File: config.mk
export PLATFORM = sky130hd
export DESIGN_NAME = fetch_ctrl
export DESIGN_NICKNAME = d
export VERILOG_FILES = /design/src/rtl/fetch_ctrl.sv
export SDC_FILE = /design/constraint.sdc
export NUM_CORES = 1
export LEC_CHECK = 0
export ABC_AREA = 1
export CAP_MARGIN = 5
export CELL_PAD_IN_SITES_DETAIL_PLACEMENT = 0
export CELL_PAD_IN_SITES_GLOBAL_PLACEMENT = 1
export CORE_MARGIN = 5
export CORE_UTILIZATION = 30
export CTS_CLUSTER_DIAMETER = 80
export CTS_CLUSTER_SIZE = 16
export DETAILED_ROUTE_END_ITERATION = 16
export GPL_ROUTABILITY_DRIVEN = 0
export PLACE_DENSITY_LB_ADDON = 0.1
export SLEW_MARGIN = 25
export SYNTH_ARGS = -nofsm -noshare
export SYNTH_HDL_FRONTEND = slang
export SYNTH_SLANG_ARGS = --single-unit
File: constraint.sdc
create_clock -name clk -period 2.1 [get_ports clk]
set_input_delay 0.42 -clock clk [delete_from_list [all_inputs] [get_ports clk]]
set_output_delay 0.42 -clock clk [all_outputs]
set_load 0.005 [all_outputs]
File: src/rtl/fetch_ctrl.sv
// Instruction fetch sequencer: owns the fetch PC, steers a synchronous-read imem
// and presents a valid/ready instruction stream with redirect, halt and stall accounting.
module fetch_ctrl #(
    parameter logic [15:0] RESET_PC = 16'h0000
) (
    input  logic        clk,
    input  logic        rst,
    output logic [15:0] imem_addr,
    output logic        imem_stall,
    input  logic [15:0] imem_instr,
    output logic        out_valid,
    output logic [15:0] out_instr,
    output logic [15:0] out_pc,
    input  logic        out_ready,
    input  logic        redirect_valid,
    input  logic [15:0] redirect_pc,
    input  logic        halt_req,
    output logic        halted,
    output logic [15:0] stall_cnt
);

    // state | meaning
    // RUN    | issuing one fetch per advancing cycle
    // HALTED | no new fetches; left only through a redirect
    localparam logic [0:0] ST_RUN    = 1'b0;
    localparam logic [0:0] ST_HALTED = 1'b1;

    logic [15:0] fetch_pc_q, fetch_pc_d;
    logic [15:0] resp_pc_q, resp_pc_d;
    logic        resp_valid_q, resp_valid_d;
    logic [0:0]  state_q, state_d;
    logic [15:0] stall_cnt_q, stall_cnt_d;
    logic        advance;

    assign advance    = !resp_valid_q || out_ready || redirect_valid;
    assign imem_stall = !advance;
    assign imem_addr  = fetch_pc_q;
    assign out_valid  = resp_valid_q && !redirect_valid;
    assign out_pc     = resp_pc_q;
    assign out_instr  = imem_instr;
    assign halted     = (state_q == ST_HALTED);
    assign stall_cnt  = stall_cnt_q;

    always_comb begin
        fetch_pc_d   = fetch_pc_q;
        resp_pc_d    = resp_pc_q;
        resp_valid_d = resp_valid_q;
        state_d      = state_q;
        stall_cnt_d  = stall_cnt_q;

        if (out_valid && !out_ready && (stall_cnt_q != 16'hFFFF)) begin
            stall_cnt_d = stall_cnt_q + 16'd1;
        end

        if (redirect_valid) begin
            // the word imem loads this cycle belongs to the old path
            fetch_pc_d   = redirect_pc;
            resp_valid_d = 1'b0;
            state_d      = ST_RUN;
        end else if (state_q == ST_RUN) begin
            if (halt_req) begin
                state_d = ST_HALTED;
            end
            if (advance) begin
                resp_pc_d    = fetch_pc_q;
                resp_valid_d = 1'b1;
                if (!halt_req) begin
                    fetch_pc_d = fetch_pc_q + 16'd1;
                end
            end
        end else if (advance) begin
            resp_valid_d = 1'b0;
        end
    end

    always_ff @(posedge clk) begin
        if (rst) begin
            fetch_pc_q   <= RESET_PC;
            resp_pc_q    <= 16'h0000;
            resp_valid_q <= 1'b0;
            state_q      <= ST_RUN;
            stall_cnt_q  <= 16'h0000;
        end else begin
            fetch_pc_q   <= fetch_pc_d;
            resp_pc_q    <= resp_pc_d;
            resp_valid_q <= resp_valid_d;
            state_q      <= state_d;
            stall_cnt_q  <= stall_cnt_d;
        end
    end

endmodule

==> results.toml <==
[outcome]
status = "completed"

[cells_and_area]
stdcell_area_mm2 = 0.00369
area_growth_pct = 30.3
num-nets-final = 531
fill_cells = 1002
finish.utilization = 0.399
drive_above_1_share = 0.0771
fin_cells = 622
antennaDiodeCount = 0

[global_route]
grt.overflow.total = 0
top_usage_layer = "met2"
grtUsageMet2 = 0.248
grt_pass1_vias = 2696
gr-usage-met1 = 0.197
antenna_found_initial = 0
grt_max_degree = 21
grt_use_met3 = 0.0313
grt_usage = 0.149
grt_pass1_wl_mm = 14.0

[yosys]
ys_warn_count = 0
avgSynthCellArea_um2 = 6.58
synth-adder-area-share = 0.00884
synth_top_family_by_area = "simple AND/OR/NAND/NOR gates"
synth_cell_type_count = 29
synth_fp_nets = 469
yosys.area_share.simple = 0.362
ys_seq_elements = 50
synth-compound-area-share = 0.123
synth_mux_area_frac = 0
netlist.area_leader.share = 0.354
synthTopCellsByArea = "dfxtp_1 (35%), nand2_1 (16%), a21oi_1 (7.4%)"
yosysTopAreaCell = "dfxtp_1"
synth_xor_area_frac = 0.0279
synth_area_mm2 = 0.00283
seq_area_frac_synth = 0.354
syn_inst = 430

[sta]
slew_headroom = 0.678
slew_violations = 0
max_freq_mhz = 520
worst_pin_slew_ns = 0.481
setup_viol = 0
finalCriticalPeriod_ns = 1.92
skew_ns = 0.0121
tns_ns = 0
rsz0062_at_grt = "false"
timing.hold.ws_ns = 0.467
period_share = 0.916
hold_viol = 0

[clock_network]
clock-sinks = 50
cts_tree = "built"
cts_root_buffer = "clkbuf_8"
numCtsBuffers = 5
post_cts_buffers = 0
clk_latency_ns = 0.30
clkTransAtPathRegs_ns = 0.10
post_cts_resize_count = 1
htree_levels = 2
clock_path_buffers = 2
hold_buffers = 0

[drt]
wl_per_cell_um = 13.6
dr.pass1.iters = 4
drc = 0
wl_mm = 8.47
num_vias = 2842
first_iter_violations = 70
ant_nets = 0
vias_per_cell = 4.57

[worst_setup_path]
crit_cells = 5
cp.arrival_ns = 1.50
crit_chain = "clkdlybuf4s50_1, inv_1, nand2_2, inv_1, clkdlybuf4s50_1"
critical_path_class = "primary input to primary output"
crit_path_start_kind = "primary input"
worstPathMaxFanout = 2
end_kind = "primary output"
crit_family = "buffers and inverters"
slowest_delay_ns = 0.49
critPathSlowestCell = "clkdlybuf4s50_1"
crit_buf_inv = 4
required_ns = 1.68
crit_start = "out_ready"
reg2reg_depth = 8
critPathCapture = "imem_stall"
rr_startpoint = "imem_addr[1]"
regToRegSetupSlack_ns = 0.37
regToRegEndpoint = "imem_addr[14]"

[die]
chipHeight_um = 107
die_w_um = 107
core_area_mm2 = 0.00924
io_pins = 104
start_util = 0.306
dieArea_mm2 = 0.0115
placementRows = 35

[power]
p_int_w = 0.00142
p_leak_nw = 1.36
power_frac_seq = 0.532
power_density_mw_per_mm2 = 528
swShare = 0.272
p_clk_frac = 0.306
power_frac_comb = 0.163
p_sw_w = 0.000529
vdd_drop_max_mv = 0.206

[worst_hold_path]
worst_hold_path_type = "flip-flop to flip-flop"

[placement]
dp.cells = 614
dp_hpwl_mm = 6.36
post_dp_cell_area_mm2 = 0.00360
io_buffers = 71

[run]
drv_cap = 0
## cell type report
| class | count | area (um2) | share of cell area |
|---|---|---|---|
| Clock inverter | 1 | 5.00 | 0.00136 |
| Tap cell | 129 | 161 | 0.0438 |
| Sequential cell | 50 | 1000 | 0.271 |
| Inverter | 32 | 120 | 0.0326 |
| Timing Repair Buffer | 88 | 837 | 0.227 |
| Multi-Input combinational cell | 315 | 1480 | 0.400 |
| Clock buffer | 7 | 86.3 | 0.0234 |
## cell families (layout without fill, tap and decap cells)
group	Yosys count	after routing
AND/OR/NAND/NOR	238	238
XOR/XNOR	9	9
flip-flops	50	50
AO/OA/AOI/OAI	66	66
buffers and inverters	65	128
adder cells (fa/ha/maj)	2	2
## metrics by stage
stage               setup slack, ns  total power, W
global route                 0.0802         0.00206
CTS                           0.167         0.00199
finish                        0.175         0.00195
global placement            -0.0468         0.00138
detailed placement          -0.0589         0.00138
floorplan                     0.567         0.00122
## layer usage
metal / up-vias / part of all wire
met5: - / 0
met4: 0 / 0.0093
met3: 7 / 0.048
met2: 63 / 0.46
met1: 1281 / 0.48
li1: 1491 / -
## registers in the layout, indices dropped and copies added (netlist names)
| signal | flops |
|---|---|
| stall_cnt | 16 |
| halted | 1 |
| resp_valid_q | 1 |
| out_pc | 16 |
| imem_addr | 16 |
## power by group through the flow
stage / sequential, W / clock (W) / combinational, W
after floorplan: 0.00105 / 0 / 0.000175
after global placement: 0.00106 / 0 / 0.000320
after detailed placement: 0.00106 / 0 / 0.000321
after CTS: 0.00104 / 0.000629 / 0.000322
after global routing: 0.00104 / 0.000667 / 0.000351
final: 0.00104 / 0.000595 / 0.000317
## placed cells by master (no fill, tap or decap)
master,count
nand3_2,2
nand3_1,41
inv_1,30
nand2_4,2
o21ai_0,17
dfxtp_1,50
o21ai_1,1
inv_2,2
clkinv_2,1
a21oi_2,3
nor2_4,2
xor2_1,2
ha_1,2
nor2_2,1
a211oi_1,1
o31ai_1,1
a31oi_1,1
nor2_1,50
clkbuf_1,1
clkdlybuf4s50_1,70
buf_4,17
clkbuf_8,6
nand2_1,123
nand2_2,2
nand4_1,8
dlygate4sd2_1,1
a21oi_1,42
nor3_1,6
xnor2_1,7
and2_1,1
## worst min path at each step
stage | startpoint | end | slack, ns | depth (start not counted)
after detailed placement | out_pc[4] | out_pc[4] | 0.46 | 2
after global routing | out_pc[1] | out_pc[1] | 0.49 | 2
after floorplan | out_pc[6] | out_pc[6] | 0.46 | 2
after CTS | out_pc[4] | out_pc[4] | 0.47 | 2
after global placement | out_pc[6] | out_pc[6] | 0.45 | 2
final | out_pc[4] | out_pc[4] | 0.47 | 2
## Yosys cell counts (all sizes together)
| library cell | count |
|---|---|
| a211oi | 1 |
| dfxtp | 50 |
| xor2 | 2 |
| clkbuf | 7 |
| a21oi | 45 |
| xnor2 | 7 |
| inv | 32 |
| buf | 26 |
| nand3 | 43 |
| nand2 | 127 |
| nor2 | 53 |
| ha | 2 |
| and2 | 1 |
| o31ai | 1 |
| nand4 | 8 |
| o21ai | 18 |
| nor3 | 6 |
| a31oi | 1 |
## worst reg2reg max path: stages (launching register included)
cell	delay, ns
dfxtp_1	0.44
ha_1	0.24
nand3_1	0.13
nor2_1	0.41
nand3_1	0.13
nand2_1	0.08
nand3_1	0.07
nand2_1	0.07
a21oi_1	0.05
No activity file was read; power rests on OpenSTA's default activity.
